===== src/rtl/uart_tx_fifo.sv =====
// rtl/uart_tx_fifo.sv - byte queue feeding the UART transmit/tx_byte handshake
module uart_tx_fifo #(
  parameter int DEPTH = 16,
  parameter int AW    = 4,
  parameter int GUARD = 4
) (
  input  logic          clk,
  input  logic          rst,
  input  logic          wr,
  input  logic [7:0]    wr_byte,
  input  logic          clr_ovf,
  input  logic          flush,
  output logic          full,
  output logic          empty,
  output logic [AW:0]   count,
  output logic          overflow,
  output logic [7:0]    tx_byte,
  output logic          transmit,
  input  logic          is_transmitting
);

  localparam int              GW         = (GUARD > 1) ? $clog2(GUARD) : 1;
  localparam logic [AW:0]     DEPTH_C    = (AW + 1)'(DEPTH);
  localparam logic [GW-1:0]   GUARD_LAST = GW'(GUARD - 1);

  typedef enum logic [1:0] {
    IDLE      = 2'd0,
    FETCH     = 2'd1,
    WAIT_BUSY = 2'd2,
    WAIT_DONE = 2'd3
  } state_t;

  state_t          state;
  state_t          state_nxt;

  logic [7:0]      mem [DEPTH];
  logic [7:0]      rd_data;
  logic [AW-1:0]   rd_ptr;
  logic [AW-1:0]   wr_ptr;
  logic [GW-1:0]   guard_cnt;

  logic            push;
  logic            drop;
  logic            pop;
  logic            load_tx;
  logic            guard_inc;

  // Occupancy flags come straight from the count register.
  assign full  = (count == DEPTH_C);
  assign empty = (count == '0);

  // A flush swallows any same-cycle write, so it neither stores nor counts as a drop.
  // full is the registered value, so a pop in the same cycle cannot make room.
  assign push = wr && !full && !flush;
  assign drop = wr &&  full && !flush;

  // Next-state logic; pops are only issued from IDLE and never alongside a flush.
  always_comb begin
    state_nxt = state;
    pop       = 1'b0;
    load_tx   = 1'b0;
    guard_inc = 1'b0;
    case (state)
      IDLE: begin
        if (!empty && !is_transmitting && !flush) begin
          pop       = 1'b1;
          state_nxt = FETCH;
        end
      end
      FETCH: begin
        load_tx   = 1'b1;
        state_nxt = WAIT_BUSY;
      end
      WAIT_BUSY: begin
        if (is_transmitting) begin
          state_nxt = WAIT_DONE;
        end else if (guard_cnt == GUARD_LAST) begin
          // UART never acknowledged the pulse; give up rather than lock up.
          state_nxt = IDLE;
        end else begin
          guard_inc = 1'b1;
        end
      end
      WAIT_DONE: begin
        if (!is_transmitting) begin
          state_nxt = IDLE;
        end
      end
      default: state_nxt = IDLE;
    endcase
  end

  // State register; reset abandons any handshake in progress.
  always_ff @(posedge clk or posedge rst) begin
    if (rst) begin
      state <= IDLE;
    end else begin
      state <= state_nxt;
    end
  end

  // Byte storage write port; no reset so it can map onto block RAM.
  always_ff @(posedge clk) begin
    if (push) begin
      mem[wr_ptr] <= wr_byte;
    end
  end

  // Registered read port, loaded on the pop and consumed in FETCH.
  always_ff @(posedge clk) begin
    if (pop) begin
      rd_data <= mem[rd_ptr];
    end
  end

  // Pointers and occupancy; a flush collapses the queue onto the read pointer.
  always_ff @(posedge clk or posedge rst) begin
    if (rst) begin
      rd_ptr <= '0;
      wr_ptr <= '0;
      count  <= '0;
    end else begin
      if (pop) begin
        rd_ptr <= rd_ptr + 1'b1;
      end
      if (flush) begin
        wr_ptr <= rd_ptr;
        count  <= '0;
      end else begin
        if (push) begin
          wr_ptr <= wr_ptr + 1'b1;
        end
        case ({push, pop})
          2'b10:   count <= count + 1'b1;
          2'b01:   count <= count - 1'b1;
          default: count <= count;
        endcase
      end
    end
  end

  // UART-facing outputs: one-cycle transmit pulse, tx_byte held until the next fetch.
  always_ff @(posedge clk or posedge rst) begin
    if (rst) begin
      transmit <= 1'b0;
      tx_byte  <= 8'h00;
    end else begin
      transmit <= load_tx;
      if (load_tx) begin
        tx_byte <= rd_data;
      end
    end
  end

  // Watchdog for the transmit acknowledge, restarted on every fetch.
  always_ff @(posedge clk or posedge rst) begin
    if (rst) begin
      guard_cnt <= '0;
    end else if (load_tx) begin
      guard_cnt <= '0;
    end else if (guard_inc) begin
      guard_cnt <= guard_cnt + 1'b1;
    end
  end

  // Sticky drop flag; a drop in the same cycle as a clear keeps it set.
  always_ff @(posedge clk or posedge rst) begin
    if (rst) begin
      overflow <= 1'b0;
    end else if (drop) begin
      overflow <= 1'b1;
    end else if (clr_ovf) begin
      overflow <= 1'b0;
    end
  end

endmodule


===== config.mk =====
export PLATFORM = sky130hd
export DESIGN_NAME = uart_tx_fifo
export DESIGN_NICKNAME = d
export VERILOG_FILES = /design/src/rtl/uart_tx_fifo.sv
export SDC_FILE = /design/constraint.sdc
export NUM_CORES = 1
export LEC_CHECK = 0
export CAP_MARGIN = 10
export CORE_MARGIN = 1.5
export CORE_UTILIZATION = 62
export CTS_CLUSTER_SIZE = 8
export DETAILED_ROUTE_END_ITERATION = 6
export HOLD_SLACK_MARGIN = 0.03
export PLACE_DENSITY = 0.82
export SYNTH_ARGS = -nofsm -noshare
export SYNTH_HDL_FRONTEND = slang
export SYNTH_SLANG_ARGS = --single-unit

===== constraint.sdc =====
create_clock -name clk -period 5.2 [get_ports clk]
set_input_delay 1.04 -clock clk [delete_from_list [all_inputs] [get_ports clk]]
set_output_delay 1.04 -clock clk [all_outputs]
set_load 0.01 [all_outputs]

==> results.txt <==
----------------------------------------------------
[Outcome]
  Result of the run ... complete, no violations

[Timing]
  Final setup TNS ... 0 ns
  Final hold violation count ... 0
  Number of max-slew violations in the final report ... 0
  Minimum period implied by the final worst setup slack ... around 3.6 ns
  Post-Route Hold Slack ... 0.485 ns
  Worst slew margin ... 0.175
  Post-route clock skew ... 0.0138 ns
  Least setup slack across all paths after layout ... 1.63 ns
  FMAX ... 0.280 GHz
  Transition at the pin with the smallest max-transition slack ... 1.23 ns
  Final setup vio count ... 0
  Final period utilization ... 0.687
  RSZ-0062 raised after global routing ... false

[Floorplanning]
  Num ports ... 31
  Total die area ... 11300 um^2
  Die extent in y ... 107 um
  Row cnt ... 37
  Width of the die ... 107 um
  Initial cell density of the core ... 0.641
  Core area ... ~10000 um^2

[Critical path]
  Cells along the critical path ... clkdlybuf4s50_1 -> nand2b_1 -> a21oi_1 -> nand2_1 -> nor3_1
  Critical path buffer and inverter count ... 1
  Largest driver fanout on the critical path ... 18
  Start of the worst register-to-register path ... count[0]$_DFFE_PP0P_
  Critical path launch point ... flush
  Maximum single-stage delay on the critical path ... 0.97 ns
  Req. time, crit path ... 5.34 ns
  CP Data Arrival Time ... about 3.7 ns
  Crit. End Element ... register
  Crit path max-delay cell type ... nor3_1
  Largest delay contributor family on the critical path ... simple AND/OR/NAND/NOR gates
  Worst Setup Path Type ... input pin to register
  Critical path startpoint category ... input pin

[Clock network]
  Skew-Pair Late Insertion Delay ... 0.54 ns
  Post-CTS clock slew at the launch and capture registers of the worst setup and hold paths ... about 0.060 ns
  CTS sink cnt ... ~160
  Number of clock buffers inserted by TritonCTS ... 17
  Setup repair bufs after CTS ... 0
  Library cell used as clock root buffer ... clkbuf_8
  Hold Buf Count CTS ... 0
  Clock tree from TritonCTS ... built
  CTS H-Tree Depth ... 4
  CTS resizes ... 0
  Buffers from clock root to sink, at most ... 2

[Layout]
  Number of antenna repair diodes ... 0
  # nets final ... roughly 400
  Area added between synthesis and finish ... 15.5%
  Sequential Area ... ~4800 um^2
  Share of final-layout standard cells stronger than drive strength 1 ... 0.235
  Fill cell total of the finished layout ... between 500 and 600
  Footprint of the multi-input gates ... 1770 um^2

[GRT]
  Total overflow reported by the global router ... 0
  Global-route wire length before repair ... 20300 um
  Pin count of the biggest net entering global routing ... 37
  Antenna violations before repair ... 0
  GRT Util Overall ... 0.258
  Vias in the first global route ... 3395

[Placement]
  IO Port Bufs ... 30
  Worst setup timing slack at the placement stage ... roughly 1.2 ns
  Placed wire-length estimate ... 7910 um
  Routability-driven placement congestion ratio ... between 0.8 and 0.9

[Worst hold path]
  Worst min path class ... register to register
  Worst Hold Launch ... rd_data[7]$_DFFE_PP_

[Route]
  Remaining antenna violation count ... 0
  Total number of vias ... 3420
  Detailed-router iteration count before antenna repair ... 5
  Routed wirelength normalized by instance count ... 24.5 um
  Mean number of vias per cell ... about 6.4
  Total wirelength of the detailed-routed design ... roughly 13000 um
  Number of design rule violations left after detail routing ... 0
  Violation count after the first detailed-route iteration ... roughly 390

[Pwr]
  Overall power consumption ... 3.90 mW
  Int Pwr ... ~2.8 mW
  Net switching power ... 1.12 mW
  Max IR drop VDD ... ~410 uV
  Proportion of total power due to net switching ... 0.287
  Power per cell area ... 508 nW/um^2
  Clock group share of total power ... 0.320
  Sequential share of power ... 0.431
  Pleak ... 2.62 nW
  Proportion of power drawn by combinational gates ... 0.248

[Yosys]
  Count of mapped cells out of synthesis ... 352
  Number of synthesized flops with an enable pin ... 136
  Seq/Total Area, Yosys ... 0.717
  Mean instance size in the synthesized netlist ... 18.9 um^2
  Count of unique library cells instantiated by Yosys ... 41
  Async set-or-reset flop fraction in the synthesized netlist ... 0.166
  Post-synthesis sequential element count ... 163
  Number of synthesis warnings ... 0
  Synth Net Count ... 376
  Post-Syn Area ... 6640 um^2
  Most instantiated flip-flop cell in the synthesis netlist ... edfxtp_1

[Flow run]
  Count of maximum capacitance violations ... 0

----------------------------------------------------
[synth_stat cells, drive strengths merged (2+ instances only)]
| master | count | area, um^2 |
|---|---|---|
| a211oi | 2 | 27.5 |
| a21o | 3 | 22.5 |
| a21oi | 6 | 30.0 |
| a22o | 2 | 17.5 |
| buf | 5 | 26.3 |
| clkbuf | 14 | 52.6 |
| dfrtp | 27 | 676 |
| edfxtp | 136 | 4080 |
| ha | 9 | 113 |
| inv | 10 | 37.5 |
| mux2 | 14 | 158 |
| mux2i | 2 | 20.0 |
| mux4 | 40 | 901 |
| nand2 | 12 | 47.6 |
| nand2b | 4 | 25.0 |
| nand3 | 5 | 25.0 |
| nor2 | 19 | 71.3 |
| nor2b | 6 | 37.5 |
| nor3 | 7 | 35.0 |
| nor4 | 3 | 33.8 |
| o211ai | 2 | 15.0 |
| o21ai | 6 | 30.0 |
| o221ai | 2 | 17.5 |
| xnor2 | 3 | 26.3 |
| xor2 | 3 | 26.3 |
[cell type report]
type                            count  share of cell area
Timing Repair Buffer               35              0.0440
Sequential cell                   163               0.620
Multi-Input combinational cell    160               0.230
Clock inverter                     10              0.0122
Clock buffer                       22              0.0660
Tap cell                          136              0.0222
Inverter                           10             0.00489
[power by group through the flow]
stage / clock [mW] / sequential [mW] / combinational (mW)
floorplan: 0 / 1.66 / 0.705
global placement: 0 / 1.70 / 0.941
detailed placement: 0 / 1.71 / 0.964
CTS: 1.26 / 1.68 / 0.979
global route: 1.31 / 1.70 / 1.04
finish: 1.25 / 1.68 / 0.968
[metal layers]
metal | wire length (um) | up-vias | global-route usage
met5 | 0 | - | 0
met4 | 267 | 0 | 0.0990
met3 | 897 | 23 | 0.0736
met2 | 6640 | 168 | 0.407
met1 | 5320 | 1760 | 0.348
li1 | - | 1469 | -
[flip-flops by register name, indices dropped and copies added (netlist names), 2 cells and up]
name and count:
tx_byte 8, wr_ptr 4, guard_cnt 2, rd_ptr 4, state 2, rd_data 8
mem 128, count 5
[worst paths after layout]
kind | to | slack (ns) | depth (start not counted)
max | mem[0][1]$_DFFE_PP_ | 1.63 | 5
min | tx_byte[7]$_DFFE_PP0P_ | 0.49 | 1
max reg2reg | count[4]$_DFFE_PP0P_ | 2.08 | 9
min reg2reg | tx_byte[7]$_DFFE_PP0P_ | 0.49 | 1
max in group asynchronous | rd_ptr[0]$_DFFE_PP0P_ | 3.44 | 2
min in group asynchronous | rd_ptr[3]$_DFFE_PP0P_ | 1.06 | 2
[through the flow]
stage / utilization / cells / area [um^2]
after detailed placement: 0.682 / 504 / 7070
final: 0.740 / 536 / 7670
after global routing: 0.740 / 536 / 7670
after global placement: 0.682 / 504 / 7070
after CTS: 0.740 / 536 / 7670
after floorplan: - / 352 / 6640
[cells by family after synthesis]
logic type,synth area share
buffers and inverters,0.0175
flip-flops,0.717
XOR/XNOR,0.00791
AO/OA/AOI/OAI,0.0303
AND/OR/NAND/NOR,0.0454
multiplexers,0.162
adder cells (fa/ha/maj),0.0200
[placed cells by master, fill, tap and decap left out, types with 3 or more instances in the layout]
| cell | netlist | layout |
|---|---|---|
| ha_1 | 9 | 9 |
| nand3_1 | 5 | 5 |
| nor2_1 | 19 | 19 |
| inv_1 | 10 | 10 |
| dfrtp_1 | 27 | 26 |
| clkbuf_16 | 0 | 19 |
| a21o_1 | 3 | 3 |
| clkdlybuf4s50_1 | 0 | 30 |
| mux4_2 | 40 | 40 |
| xor2_1 | 3 | 3 |
| inv_8 | 0 | 4 |
| inv_6 | 0 | 4 |
| buf_4 | 1 | 5 |
| nor3_1 | 7 | 7 |
| nor2b_1 | 6 | 6 |
| nand2_1 | 11 | 11 |
| nand2b_1 | 4 | 4 |
| o21ai_0 | 6 | 6 |
| xnor2_1 | 3 | 3 |
| edfxtp_1 | 136 | 136 |
| mux2_2 | 12 | 12 |
| a21oi_1 | 6 | 6 |
(Power assumes the default switching activity.)
